--- src/rtl/skew_shift_array.sv ---
// skew_shift_array -- per-lane registered delay lines (skew / de-skew) with in-flight beat counter
// Revision: 1.0
`default_nettype none

module skew_shift_array #(
  parameter int LANES      = 8,
  parameter int DATA_W     = 32,
  parameter int TAG_W      = 8,
  parameter int BASE_DELAY = 1,
  parameter int DESKEW     = 0
) (
  input  logic                                 clk,
  input  logic                                 rst_n,
  input  logic                                 en_i,
  input  logic                                 flush_i,
  input  logic                                 in_valid_i,
  input  logic [TAG_W-1:0]                     in_tag_i,
  input  logic [LANES*DATA_W-1:0]              in_data_i,
  output logic [LANES-1:0]                     out_valid_o,
  output logic [LANES*TAG_W-1:0]               out_tag_o,
  output logic [LANES*DATA_W-1:0]              out_data_o,
  output logic [$clog2(BASE_DELAY+LANES)-1:0]  inflight_o,
  output logic                                 idle_o
);

  localparam int C_DMAX  = BASE_DELAY + LANES - 1;
  localparam int C_CNT_W = $clog2(C_DMAX + 1);
  localparam int C_LONG  = (DESKEW != 0) ? 0 : LANES - 1;

  for (genvar l = 0; l < LANES; l++) begin : g_lane
    localparam int DEPTH = (DESKEW != 0) ? (BASE_DELAY + LANES - 1 - l) : (BASE_DELAY + l);

    logic [DEPTH-1:0]  valid_q, valid_d;
    logic [TAG_W-1:0]  tag_q  [DEPTH];
    logic [TAG_W-1:0]  tag_d  [DEPTH];
    logic [DATA_W-1:0] data_q [DEPTH];
    logic [DATA_W-1:0] data_d [DEPTH];

    // Payload keeps shifting on empty beats; only the valid bit marks a real beat.
    always_comb begin
      valid_d = valid_q;
      tag_d   = tag_q;
      data_d  = data_q;
      if (flush_i) begin
        valid_d = '0;
      end else if (en_i) begin
        valid_d[0] = in_valid_i;
        tag_d[0]   = in_tag_i;
        data_d[0]  = in_data_i[l*DATA_W +: DATA_W];
        for (int k = 1; k < DEPTH; k++) begin
          valid_d[k] = valid_q[k-1];
          tag_d[k]   = tag_q[k-1];
          data_d[k]  = data_q[k-1];
        end
      end
    end

    always_ff @(posedge clk or negedge rst_n) begin
      if (!rst_n) begin
        valid_q <= '0;
        for (int k = 0; k < DEPTH; k++) begin
          tag_q[k]  <= '0;
          data_q[k] <= '0;
        end
      end else begin
        valid_q <= valid_d;
        tag_q   <= tag_d;
        data_q  <= data_d;
      end
    end

    assign out_valid_o[l]                   = valid_q[DEPTH-1];
    assign out_tag_o[l*TAG_W +: TAG_W]      = tag_q[DEPTH-1];
    assign out_data_o[l*DATA_W +: DATA_W]   = data_q[DEPTH-1];
  end

  logic [C_CNT_W-1:0] inflight_q, inflight_d;

  // A beat retires when it leaves the deepest lane; accept and retire together cancel.
  always_comb begin
    inflight_d = inflight_q;
    if (flush_i) begin
      inflight_d = '0;
    end else if (en_i) begin
      case ({in_valid_i, out_valid_o[C_LONG]})
        2'b10:   inflight_d = inflight_q + C_CNT_W'(1);
        2'b01:   inflight_d = inflight_q - C_CNT_W'(1);
        default: inflight_d = inflight_q;
      endcase
    end
  end

  always_ff @(posedge clk or negedge rst_n) begin
    if (!rst_n) begin
      inflight_q <= '0;
    end else begin
      inflight_q <= inflight_d;
    end
  end

  assign inflight_o = inflight_q;
  assign idle_o     = (inflight_q == '0);

endmodule

`default_nettype wire

--- config.mk ---
export PLATFORM = sky130hd
export DESIGN_NAME = skew_shift_array
export DESIGN_NICKNAME = d
export VERILOG_FILES = /design/src/rtl/skew_shift_array.sv
export SDC_FILE = /design/constraint.sdc
export NUM_CORES = 2
export LEC_CHECK = 0
export CAP_MARGIN = 30
export CORE_ASPECT_RATIO = 1.4
export CORE_MARGIN = 2
export CORE_UTILIZATION = 60
export DETAILED_ROUTE_END_ITERATION = 12
export HOLD_SLACK_MARGIN = 0.05
export PLACE_DENSITY = 0.87
export SLEW_MARGIN = 0
export SYNTH_ARGS = -nofsm -noshare
export SYNTH_HDL_FRONTEND = slang
export SYNTH_SLANG_ARGS = --single-unit
--- constraint.sdc ---
create_clock -name clk -period 4 [get_ports clk]
set_input_delay 0.4 -clock clk [delete_from_list [all_inputs] [get_ports clk]]
set_output_delay 0.4 -clock clk [all_outputs]
set_load 0.02 [all_outputs]
# Yosys cells after proc, flatten, opt, wreduce, memory -nomap -nowiden
# Cells that the tools add are included.
word_totals:
  regBits: 1256
  word_cells: 82
  output_inout_bits: 333
  input_bits: 269
classes:
  mux: 19
  eq_ne: 2
  bitwise_logic: 1
  add_sub_neg: 2
  reduce_logical: 5
op_table:
  columns: ["cell", "count"]
  rows:
  - ["2-to-1 mux 4 bit", 4]
  - ["2-to-1 mux 8 bit", 2]
  - ["2-to-1 mux 7 bit", 2]
  - ["2-to-1 mux 6 bit", 2]
  - ["2-to-1 mux 5 bit", 2]
  - ["case mux 4 bit (2 select lines)", 1]
  - ["2-to-1 mux 3 bit", 2]
  - ["adder 4 x 1 -> 4 bit, second input constant", 1]
  - ["zero test 4 bit", 1]
  - ["2-to-1 mux 2 bit", 2]
  - ["AND reduction 2 bit", 2]
  - ["subtractor 4 x 1 -> 4 bit, second input constant", 1]
  - ["nonzero test 3 bit", 1]
  - ["equality test 2 x 1 -> 1 bit, second input constant", 1]
  - ["equality test 2 bit, second input constant", 1]
  - ["2-to-1 mux 1 bit", 2]
  - ["nonzero test 2 bit", 1]
  - ["NOT 1 bit", 1]

# Logic depth before layout (Yosys ltp)
depth:
  word_depth: 4
  ltp_mapped: 8
  depth_no_buf: 6

# Worst setup path after synthesis
# No wires, ideal clock.
synth_timing:
  kind: "register -> register"
  start: "register g_lane[7].valid_q[7]"
  end: "register inflight_q[3], in the netlist inflight_o[3]"
  path_stages_with_launch: 8
  t_arrival_ns: 1.763
  slack_ns: 2.109
  required_time_ns: 3.872
  path_buffers: 1
  setup_time_ns: 0.128
  synth_period_minus_slack_ns: 1.891
  path_cell_list: "dfrtp_1 > nor2b_1 > buf_2 > ha_1 > o21ai_0 > nand2b_1 > a211oi_1 > mux2_1"
synth_between:
  elab_chain_cells: 4
  word_cells_on_any_way: 7
  classes_between: "2 x eq/ne; 3 x mux; 2 x reduce/logical"
synth_lines:
  columns: ["element", "line_no", "source"]
  rows:
  - ["start, declared", "33", "logic [DEPTH-1:0] valid_q, valid_d;"]
  - ["start signal, assigned", "66", "valid_q <= valid_d;"]
  - ["equality test 2 x 1 -> 1 bit or equality test 2 bit (tied branches)", "85", "case ({in_valid_i, out_valid_o[C_LONG]})"]
  - ["case mux 4 bit (2 select lines)", "85", null]
  - ["2-to-1 mux 4 bit", "84", "end else if (en_i) begin"]
  - ["2-to-1 mux 4 bit", "82", "if (flush_i) begin"]
  - ["end signal, assigned", "97", "inflight_q <= inflight_d;"]
  - ["end, declared", "77", "logic [C_CNT_W-1:0] inflight_q, inflight_d;"]
# Several ways; a longest one is shown, not always the timed one. The select of a mux whose other input is x is not followed.
# A chain may end at the register's enable or synchronous reset.

# Final worst setup path
layout_timing:
  start: "register inflight_q[1], in the netlist inflight_o[1]"
  end: "output idle_o"
layout_between:
  elab_chain_cells: 1
layout_lines:
  columns: ["element", "line_no", "source"]
  rows:
  - ["zero test 4 bit", "102", "assign idle_o = (inflight_q == '0);"]
  - ["end, declared", "23", "output logic idle_o"]
# Every way passes these cells.

==> results.yml <==
grt:
  grtUsageMet1_pct: 33.0
  grt_pass1_wl_mm: 180
  track_usage_pct: 27.2
  use_met2_pct: 46.5
  antenna_found_initial: 32
  met3_usage_pct: 7.00
  grt_max_degree: 153
  grt_overflow: 0
  grt_pass1_vias: 35300
  gr-max-usage-layer: "met2"
synth:
  synth_area_leaders: "dfrtp_1, nand2_1, buf_4"
  synth.mux.area_fraction_pct: 0.212
  synth_compound_area_share_pct: 0.0890
  synth-xor-area-share_pct: 0.0550
  ys_types: 23
  ys.flop_type: "dfrtp_1"
  synthSimpleGateAreaFrac_pct: 28.8
  async_flop_share_pct: 100
  synth_area_per_cell_um2: 8.83
  synth_commonest_cells: "nand2_1, dfrtp_1, buf_4"
  synth_seq_cells: 1228
  synthCells: 5414
  synth_adder_area_share_pct: 0.0524
  synth.most_common_cell: "nand2_1"
  synth_nets: 5685
  synth.largest_area_cell: "dfrtp_1"
  syn_area_mm2: 0.0478
  synth_top_family_by_area: "simple AND/OR/NAND/NOR gates"
  yosysWarnings: 0
  synth_top_area_share_pct: 64.3
  yosysSeqAreaShare_pct: 64.3
  synth-edff-count: 0
timing:
  slew-limit-headroom_pct: 32.3
  setup_viol: 0
  timing.final.crit_share_pct: 69.0
  grt_setup_unrepaired: "no"
  period_minus_slack_ns: 2.76
  finalHoldViolations: 0
  finalWorstSetupSlack_ns: 1.24
  finClkSkew_ns: 0.0308
  worstMarginPinSlew_ns: 1.02
  holdWs_ns: 0.231
  fmax_mhz: 362
  tns_ns: 0
  slew_violations: 0
power_and_ir_drop:
  peakVddDrop_v: 0.000402
  p_leak_nw: 31.1
  p_total_mw: 32.1
  power.density_mw_per_mm2: 563
detailed_routing:
  drc: 0
  antenna_left: 0
  drt_iter0_drc: 2423
  routed_wl_mm: 110
  vias_per_cell: 5.08
  routedWlPerCell_um: 16.0
  firstDrtPassIters: 5
  vias: 34900
flow_run:
  max_cap_viol_count: 0
setup_path:
  rrSetupSlack_ns: 1.81
  crit_type: "reg -> out"
  crit_fanout: 7
  endpoint_kind: "output pin"
  slowest_delay_ns: 0.73
  arrival_ns: 2.36
  cp-startpoint: "inflight_o[1]"
  slowest_stage: "clkdlybuf4s50_1"
  crit_chain: "nor4_1, clkdlybuf4s50_1"
  crit_path_start_kind: "flop"
  required_ns: 3.60
  r2r-start: "g_lane[7].valid_q[7]"
die:
  dieArea_mm2: 0.0820
  die_y_um: 338
  pin_count: 602
  initial_core_util_pct: 60.6
  die_w_um: 243
  std_cell_rows: 122
  core-area_mm2: 0.0789
clock_tree:
  cts_made_buffers: 110
  clkSlewWorstSetupHoldPaths_ns: 0.07
  cts_buffer_depth: 3
  root_buffer: "clkbuf_16"
  htree_levels: 3
  clock-sinks: 1228
  clk_latency_ns: 0.69
  post_cts_resize_count: 0
  cts_tree: "built"
placed_design:
  place_congestion: 0.848
  pre_cts_slack_ns: 1.10
  dp_cells: 6667
  portBuffers: 601
  placed_cell_area_mm2: 0.0532
  hpwl_mm: 69.3
cells_and_area:
  drive_gt1_share_pct: 4.87
  fin_cells: 6875
  syn_to_final_growth_pct: 19.5
  final_core_util_pct: 72.4
  final_nets: 5997
  finalInstanceArea_mm2: 0.0571
min_path:
  hp-start: "in_data_i[185]"
  min_path_type: "in -> reg"
status:
  status: "complete, no violations"
-- cells by family after synthesis --
| family | after synthesis |
|---|---|
| XOR/XNOR | 3 |
| flip-flops | 1228 |
| multiplexers | 10 |
| AND/OR/NAND/NOR | 3667 |
| buffers and inverters | 498 |
| AO/OA/AOI/OAI | 6 |
| adder cells (fa/ha/maj) | 2 |
-- cells in the final DEF, fill, tap and decap left out, drive strengths merged, types with 2 or more instances in the layout --
cell,count
mux2i,9
dfrtp,1228
clkinvlp,3
clkbuf,160
nor2,11
bufinv,11
clkdlybuf4s50,600
nand2b,2
nand2,3648
buf,97
o21ai,2
diode,7
nor2b,3
inv,6
ha,2
xor2,3
clkinv,20
-- final timing paths --
path | to | cells past startpoint
min | g_lane[5].data_q[185] | 3
max reg2reg | inflight_o[3] | 6
min in group asynchronous | out_data_o[57] | 2
min reg2reg | g_lane[2].data_q[40] | 2
max in group asynchronous | g_lane[5].data_q[81] | 3
max | idle_o | 2
-- final cells by class --
cell class | count | area [um2]
clock buffer | 160 | 3270
multi-input combinational | 3688 | 14000
tap | 1054 | 1320
antenna | 7 | 17.5
clock inverter | 40 | 598
sequential | 1228 | 30700
fill | 5324 | 21800
timing repair buffer | 698 | 7210
-- state kept, by name, summed over array words and instances (netlist names) --
signal          count
g_lane.data_q     928
inflight_o          4
g_lane.tag_q       48
out_data_o        224
g_lane.valid_q      8
out_tag_o          16
-- where the power goes --
| group | total (mW) | internal [mW] | leakage, nW | switching [mW] |
|---|---|---|---|---|
| clock network | 11.1 | 6.42 | 1.91 | 4.69 |
| registers | 15.8 | 14.5 | 15.9 | 1.27 |
| logic | 5.22 | 2.18 | 13.3 | 3.04 |
| total | 32.1 | 23.1 | 31.1 | 9.00 |
-- timing repair --
item | 4_1_cts | 5_1_grt
buffers inserted | 0 | 0
endpoints found under the hold margin | 117 | 0
hold buffers | 1 | 0
-- worst max-delay path: cells and delay by family (launching register included) --
family                 cells  cell delay (ns)
and+or+nand+nor            1             0.47
DFF                        1             0.48
buffers and inverters      1             0.73
-- metal layers --
layer | routed length, um | vias up | share of wire (%)
met5 | 287 | - | 0.26
met4 | 4780 | 44 | 4.3
met3 | 7680 | 301 | 7.0
met2 | 55300 | 998 | 50
met1 | 42300 | 16900 | 38
li1 | - | 16700 | -
(Power assumes the default switching activity.)
